## config.mk

```make
export PLATFORM = sky130hd
export DESIGN_NAME = dmem_mmio
export DESIGN_NICKNAME = d
export VERILOG_FILES = /design/src/rtl/mmio_pkg.sv /design/src/rtl/sync_fifo.sv /design/src/rtl/dmem_mmio.sv
export SDC_FILE = /design/constraint.sdc
export NUM_CORES = 2
export LEC_CHECK = 0
export BUFFER_PORTS_ARGS = -buffer_cell sky130_fd_sc_hd__buf_2
export CAP_MARGIN = 20
export CELL_PAD_IN_SITES_DETAIL_PLACEMENT = 1
export CELL_PAD_IN_SITES_GLOBAL_PLACEMENT = 2
export CORE_ASPECT_RATIO = 0.6
export CORE_MARGIN = 1
export CORE_UTILIZATION = 40
export DETAILED_ROUTE_END_ITERATION = 6
export PLACE_DENSITY = 0.71
export REMOVE_ABC_BUFFERS = 1
export SLEW_MARGIN = 20
export SYNTH_ARGS = -nofsm -noshare
export SYNTH_HDL_FRONTEND = slang
export SYNTH_HIERARCHICAL = 1
export SYNTH_SLANG_ARGS = --single-unit
export TNS_END_PERCENT = 10
```

## constraint.sdc

```tcl
create_clock -name clk -period 2.75 [get_ports clk]
set_input_delay 0.4125 -clock clk [delete_from_list [all_inputs] [get_ports clk]]
set_output_delay 0.4125 -clock clk [all_outputs]
set_load 0.02 [all_outputs]
```

## src/rtl/mmio_pkg.sv

```systemverilog
// Shared constants and address decode for the data-side memory/MMIO block.
package mmio_pkg;

  localparam logic [15:0] IO_BASE_HI = 16'hFFFF;

  localparam logic [7:0] OFF_GPIO   = 8'h00;
  localparam logic [7:0] OFF_TXDATA = 8'h04;
  localparam logic [7:0] OFF_STATUS = 8'h08;
  localparam logic [7:0] OFF_CYCLES = 8'h0C;

  localparam int unsigned ST_FULL      = 0;
  localparam int unsigned ST_EMPTY     = 1;
  localparam int unsigned ST_OVF       = 2;
  localparam int unsigned ST_COUNT_LSB = 8;

  typedef enum logic [2:0] {
    SelRam,
    SelGpio,
    SelTx,
    SelStatus,
    SelCycles,
    SelNone
  } sel_e;

  // Only aluout[7:0] selects an I/O register, so aluout[15:8] aliases the window.
  function automatic sel_e decode(logic [31:0] addr);
    sel_e sel;
    if (addr[31:16] != IO_BASE_HI) begin
      sel = SelRam;
    end else begin
      case (addr[7:0])
        OFF_GPIO:   sel = SelGpio;
        OFF_TXDATA: sel = SelTx;
        OFF_STATUS: sel = SelStatus;
        OFF_CYCLES: sel = SelCycles;
        default:    sel = SelNone;
      endcase
    end
    return sel;
  endfunction

endpackage

```

## src/rtl/sync_fifo.sv

```systemverilog
// Small synchronous FIFO; a push while full is still accepted when a pop frees
// the slot in the same cycle.
module sync_fifo #(
  parameter int unsigned WIDTH = 8,
  parameter int unsigned DEPTH = 4,
  localparam int unsigned PW = $clog2(DEPTH),
  localparam int unsigned CW = PW + 1
) (
  input  logic             clk,
  input  logic             reset,
  input  logic             push,
  input  logic [WIDTH-1:0] din,
  input  logic             pop,
  output logic [WIDTH-1:0] dout,
  output logic [CW-1:0]    count,
  output logic             full,
  output logic             empty
);

  logic [WIDTH-1:0] mem [DEPTH];
  logic [PW-1:0]    wr_ptr_q, rd_ptr_q;
  logic [CW-1:0]    count_q;
  logic             do_push, do_pop;

  assign empty   = (count_q == '0);
  assign full    = (count_q == CW'(DEPTH));
  assign do_pop  = pop & ~empty;
  assign do_push = push & (~full | do_pop);
  assign count   = count_q;
  // Head reads as zero when empty so the consumer never sees stale bytes.
  assign dout    = empty ? '0 : mem[rd_ptr_q];

  // Pointer and occupancy bookkeeping; pointers wrap naturally at DEPTH.
  always_ff @(posedge clk or negedge reset) begin
    if (!reset) begin
      wr_ptr_q <= '0;
      rd_ptr_q <= '0;
      count_q  <= '0;
    end else begin
      if (do_push) wr_ptr_q <= wr_ptr_q + 1'b1;
      if (do_pop)  rd_ptr_q <= rd_ptr_q + 1'b1;
      case ({do_push, do_pop})
        2'b10:   count_q <= count_q + 1'b1;
        2'b01:   count_q <= count_q - 1'b1;
        default: count_q <= count_q;
      endcase
    end
  end

  // Storage is not reset; empty gating on dout hides old contents.
  always_ff @(posedge clk) begin
    if (do_push) mem[wr_ptr_q] <= din;
  end

endmodule

```

## src/rtl/dmem_mmio.sv

```systemverilog
// Data RAM plus memory-mapped GPIO, TX byte FIFO, status and cycle counter
// behind the single-cycle core's load/store port. Loads are combinational.
module dmem_mmio
  import mmio_pkg::*;
#(
  parameter int unsigned DMEM_WORDS   = 64,
  parameter int unsigned TXFIFO_DEPTH = 4,
  parameter int unsigned GPIO_W       = 8
) (
  input  logic              clk,
  input  logic              reset,
  input  logic              memwrite,
  input  logic [31:0]       aluout,
  input  logic [31:0]       writedata,
  output logic [31:0]       readdata,
  output logic [GPIO_W-1:0] gpio_out,
  output logic [7:0]        tx_data,
  output logic              tx_valid,
  input  logic              tx_ready
);

  localparam int unsigned AW = $clog2(DMEM_WORDS);
  localparam int unsigned CW = $clog2(TXFIFO_DEPTH) + 1;

  sel_e              sel;
  logic [AW-1:0]     widx;
  logic [31:0]       ram [DMEM_WORDS];
  logic [GPIO_W-1:0] gpio_q;
  logic              ovf_q;
  logic [31:0]       cycles_q;
  logic              push_req, pop, rejected;
  logic [CW-1:0]     fifo_count;
  logic              fifo_full, fifo_empty;
  logic [31:0]       status_word;
  logic              unused_addr_bits;

  assign sel  = decode(aluout);
  assign widx = aluout[AW+1:2];
  // Byte-lane and alias bits of the address carry no meaning here.
  assign unused_addr_bits = ^{aluout[15:8], aluout[1:0]};

  // Word RAM, written on stores outside the I/O window; no reset.
  always_ff @(posedge clk) begin
    if (memwrite && sel == SelRam) ram[widx] <= writedata;
  end

  assign push_req = memwrite & (sel == SelTx);
  assign pop      = tx_valid & tx_ready;
  assign rejected = push_req & fifo_full & ~pop;
  assign tx_valid = ~fifo_empty;

  sync_fifo #(
    .WIDTH (8),
    .DEPTH (TXFIFO_DEPTH)
  ) u_txfifo (
    .clk   (clk),
    .reset (reset),
    .push  (push_req),
    .din   (writedata[7:0]),
    .pop   (pop),
    .dout  (tx_data),
    .count (fifo_count),
    .full  (fifo_full),
    .empty (fifo_empty)
  );

  // GPIO, sticky overflow and cycle counter; a counter store beats the increment.
  always_ff @(posedge clk or negedge reset) begin
    if (!reset) begin
      gpio_q   <= '0;
      ovf_q    <= 1'b0;
      cycles_q <= '0;
    end else begin
      if (memwrite && sel == SelGpio) gpio_q <= writedata[GPIO_W-1:0];
      if (rejected) begin
        ovf_q <= 1'b1;
      end else if (memwrite && sel == SelStatus && writedata[ST_OVF]) begin
        ovf_q <= 1'b0;
      end
      if (memwrite && sel == SelCycles) cycles_q <= writedata;
      else                              cycles_q <= cycles_q + 32'd1;
    end
  end

  assign gpio_out = gpio_q;

  // Load mux over pre-edge state.
  always_comb begin
    status_word                        = '0;
    status_word[ST_FULL]               = fifo_full;
    status_word[ST_EMPTY]              = fifo_empty;
    status_word[ST_OVF]                = ovf_q;
    status_word[ST_COUNT_LSB +: 8]     = 8'(fifo_count);
    case (sel)
      SelRam:    readdata = ram[widx];
      SelGpio:   readdata = 32'(gpio_q);
      SelStatus: readdata = status_word;
      SelCycles: readdata = cycles_q;
      default:   readdata = '0;
    endcase
  end

endmodule
```

Yosys cells after proc, flatten, opt, wreduce, memory -nomap -nowiden
Memories as Yosys holds them, arrays and structs flattened.
Index checks and enable logic that the tools add are counted.

word-level totals
  bits in registers = 48
  RAM bits = 2080
  input bits = 68
  word-level logic and storage cells = 56
  memories kept = 2

cells by class
  $add $sub $neg = 5
  eq/ne operators = 11
  multiplexer cells = 12
  bitwise operators = 10
  reduce and logical (&&, ||, !) cells = 10

memory list
  name          words  width  rd ports  clocked after memory_dff  wr ports  RTL line         text
  ram           64     32     1         0                         1         dmem_mmio.sv:27  logic [31:0] ram [DMEM_WORDS];
  u_txfifo.mem  4      8      1         0                         1         sync_fifo.sv:20  logic [WIDTH-1:0] mem [DEPTH];

operators with widths
  cell                                                                 number
  32-bit one-hot mux with 4 select lines                               1
  32-bit by 1-bit adder with 32-bit output (second input constant)     1
  32-bit two-way mux                                                   1
  8-bit by 4-bit == test with 1-bit output (second input constant)     2
  16-bit inequality test (second input constant)                       1
  3-bit one-hot mux with 4 select lines                                1
  8-bit by 3-bit == test with 1-bit output (second input constant)     1
  8-bit logical NOT                                                    1
  8-bit two-way mux                                                    1
  1-bit AND                                                            6
  3-bit by 2-bit == test with 1-bit output (second input constant)     2
  3-bit == test (second input constant)                                2
  3-bit logical NOT                                                    2
  1-bit two-way mux                                                    6
  3-bit one-hot mux with 2 select lines                                1
  1-bit logical AND                                                    5
  2-bit by 1-bit adder with 2-bit output (second input constant)       2
  2-bit nonzero test                                                   2
  3-bit by 1-bit adder with 3-bit output (second input constant)       1
  3-bit by 1-bit == test with 1-bit output (second input constant)     1
  3-bit two-way mux                                                    1
  1-bit NOT                                                            3
  3-bit by 1-bit subtractor with 3-bit output (second input constant)  1
  2-bit by 1-bit == test with 1-bit output (second input constant)     1
  other kinds (2)                                                      2

Longest topological paths before layout
  word-level depth = 8
  depth in mapped cells = 13
  depth with buffers taken out = 9

Cells and area by module
The synthesis kept the hierarchy.

modules (own cells, without submodules)
  module     times used  cells an instance  area each (um2)  seq. area each (um2)
  dmem_mmio  1           4228               81848.5          62525.0
  sync_fifo  1           103                1717.9           1136.1

Least setup slack after synthesis
Ideal clock, no wire load.

  kind = input to register
  start point = in aluout[2]
  end point = mem ram[13][0], enable pin
  library setup time = 0.421 ns
  arrival time = 3.192 ns
  path slack = -0.863 ns
  stages on the path = 9
  path buffers = 7
  cells stage by stage = buf_6 > buf_8 > buf_8 > buf_6 > buf_6 > buf_2 > buf_2 > nand4_1 > nor2_1

on the way
  word-level cells in the longest chain between the ends = 7
  elaborated cells between the ends (all ways) = 10
  classes of those cells = eq/ne (3); mux (4); reduce/logical (3)

ends and longest elaborated chain
  item                                                              RTL line         text
  from (decl)                                                       dmem_mmio.sv:13  input logic [31:0] aluout,
  8-bit by 4-bit == test with 1-bit output (tied with other cells)  mmio_pkg.sv:31   case (addr[7:0])
  3-bit one-hot mux with 4 select lines                             mmio_pkg.sv:31
  3-bit two-way mux                                                 mmio_pkg.sv:28   if (addr[31:16] != IO_BASE_HI) begin
  3-bit logical NOT                                                 dmem_mmio.sv:44  if (memwrite && sel == SelRam) ram[widx] <= writedata;
  1-bit logical AND                                                 dmem_mmio.sv:44
  1-bit two-way mux                                                 dmem_mmio.sv:44
  1-bit two-way mux (not written as such)                           dmem_mmio.sv:44
  to (decl)                                                         dmem_mmio.sv:27

Several ways; a longest one is shown, not always the timed one.

Final worst setup path
  start point = mem ram[56][15]
  end point = out readdata[15]

on the way
  word-level cells in the longest chain between the ends = 2

ends and longest elaborated chain
  item                                    RTL line         text
  memory 64 x 32 bit                      n/a
  32-bit one-hot mux with 4 select lines  dmem_mmio.sv:94  case (sel)
  to (decl)                               dmem_mmio.sv:15  output logic [31:0] readdata,

Every way passes these cells.

==> results.md <==
- Outcome: finished with violations
- Violations in the final reports: negative setup slack
- Total negative slack: -21.43 ns
- Number of buffers added on ports: 108
- Worst setup slack after layout: -0.8723 ns
- Cells after DPL: 7850
- Largest net degree at the start of global routing: 71
- Rel. slew slack: 23.95%
- Cts bufs inserted: 197
- Via count of the first global-routing pass: 50680
- Worst setup path startpoint: ram[56][15]
- Num ports: 117
- Vias after detailed routing: 52210
- Async SR Flop Fraction: 2.256%
- Number of storage elements in the synthesis netlist: 2128
- Bufs on Longest Clock Path: 4
- Leading post-synthesis cells by instance count: 2080 x sky130_fd_sc_hd__edfxtp_1, 217 x sky130_fd_sc_hd__mux2_2, 213 x sky130_fd_sc_hd__mux4_2
- Number of nets with antenna violations after routing: 0
- Kind of critical path: register to primary output
- Period minus WS final: 3.622 ns
- Starting density of the core: 40.42%
- Synth Instances: 4331
- Total iterations of the first detailed-routing run: 6
- P per Cell Area: 667.3 nW/um^2
- Kind of capture point of the worst setup path: primary output
- TritonCTS clock tree: done
- Max cap viols: 0
- Clock skew after layout: 0.02248 ns
- Post-detail-place hpwl: 218.3 mm
- Share of the core filled with cells in the final layout: 50.13%
- Area of the core: 206800 um^2
- Cell at the root of the clock tree: sky130_fd_sc_hd__clkbuf_16
- Unrepaired setup endpoints after global routing: yes
- Largest driver fanout on the critical path: 1
- Main area contributors after synthesis: sky130_fd_sc_hd__edfxtp_1 75%, sky130_fd_sc_hd__mux4_2 5.7%, sky130_fd_sc_hd__mux2_2 2.9%
- Hold Fails Final Rpt: 0
- Slew at the pin closest to its max-slew limit: 1.141 ns
- Number of DRC violations after detailed routing: 0
- Final setup viols: 32
- Share of the synthesized area in the top cell type: 74.74%
- Hold Crit Class: input pin to register
- Largest area contributor in the netlist: sky130_fd_sc_hd__edfxtp_1
- Row Count: 129
- Die outline area: 210800 um^2
- WL per Instance: 39.36 um
- Synthesized area: 83570 um^2
- Synth-to-layout area growth: 24.03%
- Layout Cells excl Fill: 8213
- Number of antenna violations at the first check in global routing: 19
- Static leakage: 34.56 nW
- Total routing usage reported by global routing: 30.37%
- Vias per inst: 6.357
- Min-Delay Startpoint: writedata[16]
- Clock transition at the registers of the reported paths: 0.07 ns
- Insertion delay to the later sink of the worst-skew pair: 0.86 ns
- Required time reported for the critical path endpoint: 2.34 ns
- Distinct cells, synth: 82
- Share of the clock period used by the worst path: 131.7%
- Syn Area/Cell: 19.29 um^2
- Prevailing post-synth register cell: sky130_fd_sc_hd__edfxtp_1
- Final Max Slew Viols: 0
- Nets@finish: 5386
- Worst endpoint data arrival time: 3.21 ns
- Share of final-layout standard cells stronger than drive strength 1: 35.91%
- Worst hold margin: 0.07383 ns
- Worst supply voltage drop on vdd: 0.0005697 V
- Most numerous cell in the Yosys netlist: sky130_fd_sc_hd__edfxtp_1
- Crit Reg-Reg Startpoint: u_txfifo/count[0]
- Post-synth EDFFs: 2080
- Sequential cell area fraction in the yosys report: 76.18%
- Ys Warns: 6
- First-pass GRT wire length: 434.6 mm
- Drt initial violations: 8559
- Sink Count: 2128
- Design Power: 0.06917 W
- Fillcell total: 18840
- Total routed wirelength: 323.3 mm
- Leftover overflow at the end of global routing: 0
- Highest Clock Rate: 276.1 MHz
- Final weighted congestion in routability-driven placement: 0.9191
- Critical path launch point type: register
- Vertical die dimension: 356.0 um
- Die Wd: 592.1 um
- H-tree lvl count: 4
## repair_timing
action | 4_1_cts | 5_1_grt
setup buffers | 2 | 5
gates resized for setup | 162 | 63
hold endpoints to repair | 58 | 0
gates cloned | 3 | 0
pin swaps | 20 | 18
setup endpoints to repair | 39 | 39
hold buffers | 6 | 0
## worst max-delay path, cell delays in order, from the launching register on
cell and delay, ns:
sky130_fd_sc_hd__edfxtp_1 0.33, sky130_fd_sc_hd__mux2i_1 0.07, sky130_fd_sc_hd__a22oi_2 0.36, sky130_fd_sc_hd__buf_4 0.19
sky130_fd_sc_hd__o21ai_2 0.05, sky130_fd_sc_hd__a22o_1 0.22, sky130_fd_sc_hd__buf_12 0.16, sky130_fd_sc_hd__or4_4 0.57
sky130_fd_sc_hd__o21ai_2 0.15, sky130_fd_sc_hd__buf_4 0.14, sky130_fd_sc_hd__buf_6 0.11
## metal layers
| layer | wire length, um | vias up | GRT usage, % | share of wire, % |
|---|---|---|---|---|
| li1 | - | 19950 | - | - |
| met1 | 135000 | 28100 | 45.38 | 42 |
| met2 | 133300 | 3666 | 42.32 | 41 |
| met3 | 45850 | 493 | 10.37 | 14 |
| met4 | 9056 | 8 | 7.455 | 2.8 |
| met5 | 57 | - | 0 | 0.018 |
## logic make-up (layout without fill, tap and decap cells)
family | count (synthesis) | count (layout) | share of synthesized area (%)
DFF | 2128 | 2128 | 76.18
AOI/OAI and AO/OA | 702 | 702 | 5.917
muxes | 647 | 647 | 12.36
and+or+nand+nor | 524 | 524 | 2.944
buffers and inverters | 289 | 1413 | 2.134
xor gates and xnor gates | 35 | 35 | 0.3668
adders and majority gates | 6 | 6 | 0.09882
other | 0 | 7 | 0
## through the flow
stage / setup slack, ns / area [um^2]
global route: -0.9016 / 103600
floorplan: -1.687 / 81840
finish: -0.8723 / 103600
detailed placement: -1.487 / 96550
global placement: -1.498 / 96550
CTS: -0.8618 / 103300
## area by class of cell
| cell class | instances | area (um^2) | share of cell area (%) |
|---|---|---|---|
| Antenna cell | 7 | 17.52 | 0.01690 |
| Clock buffer | 248 | 5204 | 5.021 |
| Clock inverter | 94 | 780.7 | 0.7533 |
| Inverter | 15 | 63.81 | 0.06157 |
| Multi-Input combinational cell | 1914 | 19330 | 18.65 |
| Sequential cell | 2128 | 63660 | 61.42 |
| Tap cell | 2751 | 3442 | 3.321 |
| Timing Repair Buffer | 1056 | 11150 | 10.76 |
## power breakdown
part | switching [W] | total [W] | internal, W
Clock | 0.0123 | 0.0268 | 0.0145
Sequential | 0.000128 | 0.0359 | 0.0358
Combinational | 0.00394 | 0.00645 | 0.00251
## cells in the final DEF (no fill, tap or decap), drive strengths merged, types with 10 or more instances in the layout
master | synthesis | final
and2 | 18 | 18
or2 | 13 | 13
nor4 | 21 | 21
a2111oi | 12 | 12
nand3 | 25 | 25
mux2 | 218 | 218
edfxtp | 2080 | 2080
a211oi | 32 | 32
clkbuf | 81 | 249
nand4 | 17 | 17
nand2b | 10 | 10
o221ai | 104 | 104
nand2 | 159 | 159
nor2 | 169 | 169
a221oi | 12 | 12
a31oi | 14 | 14
clkinv | 0 | 71
a22oi | 72 | 72
mux4 | 269 | 269
mux2i | 160 | 160
o32ai | 12 | 12
a32oi | 11 | 11
xnor2 | 17 | 17
xor2 | 18 | 18
nor2b | 16 | 16
bufinv | 0 | 12
a21o | 11 | 11
a221o | 10 | 10
o22ai | 176 | 176
nor3 | 23 | 23
a22o | 11 | 11
or3 | 13 | 13
or4 | 10 | 10
dfrtp | 48 | 48
buf | 193 | 1048
o211ai | 13 | 13
a21oi | 88 | 88
o21ai | 75 | 75
and3 | 13 | 13
inv | 15 | 19
## registers in the layout, summed over array words and instances, names as in the netlist
signal	flops
cycles_q	32
gpio_out	8
ovf_q	1
ram	2048
u_txfifo/count	3
u_txfifo/mem	32
u_txfifo/rd_ptr_q	2
u_txfifo/wr_ptr_q	2
## final timing paths
| check | endpoint | slack, ns | cells past startpoint |
|---|---|---|---|
| max | readdata[15] | -0.87 | 10 |
| min | ram[35][16] | 0.07 | 1 |
| max reg2reg | u_txfifo/count[1] | 0.30 | 9 |
| min reg2reg | gpio_out[6] | 0.55 | 1 |
| max in group asynchronous | cycles_q[25] | 1.92 | 3 |
| min in group asynchronous | cycles_q[8] | 0.16 | 2 |
Power figures use the tool's default switching activity.
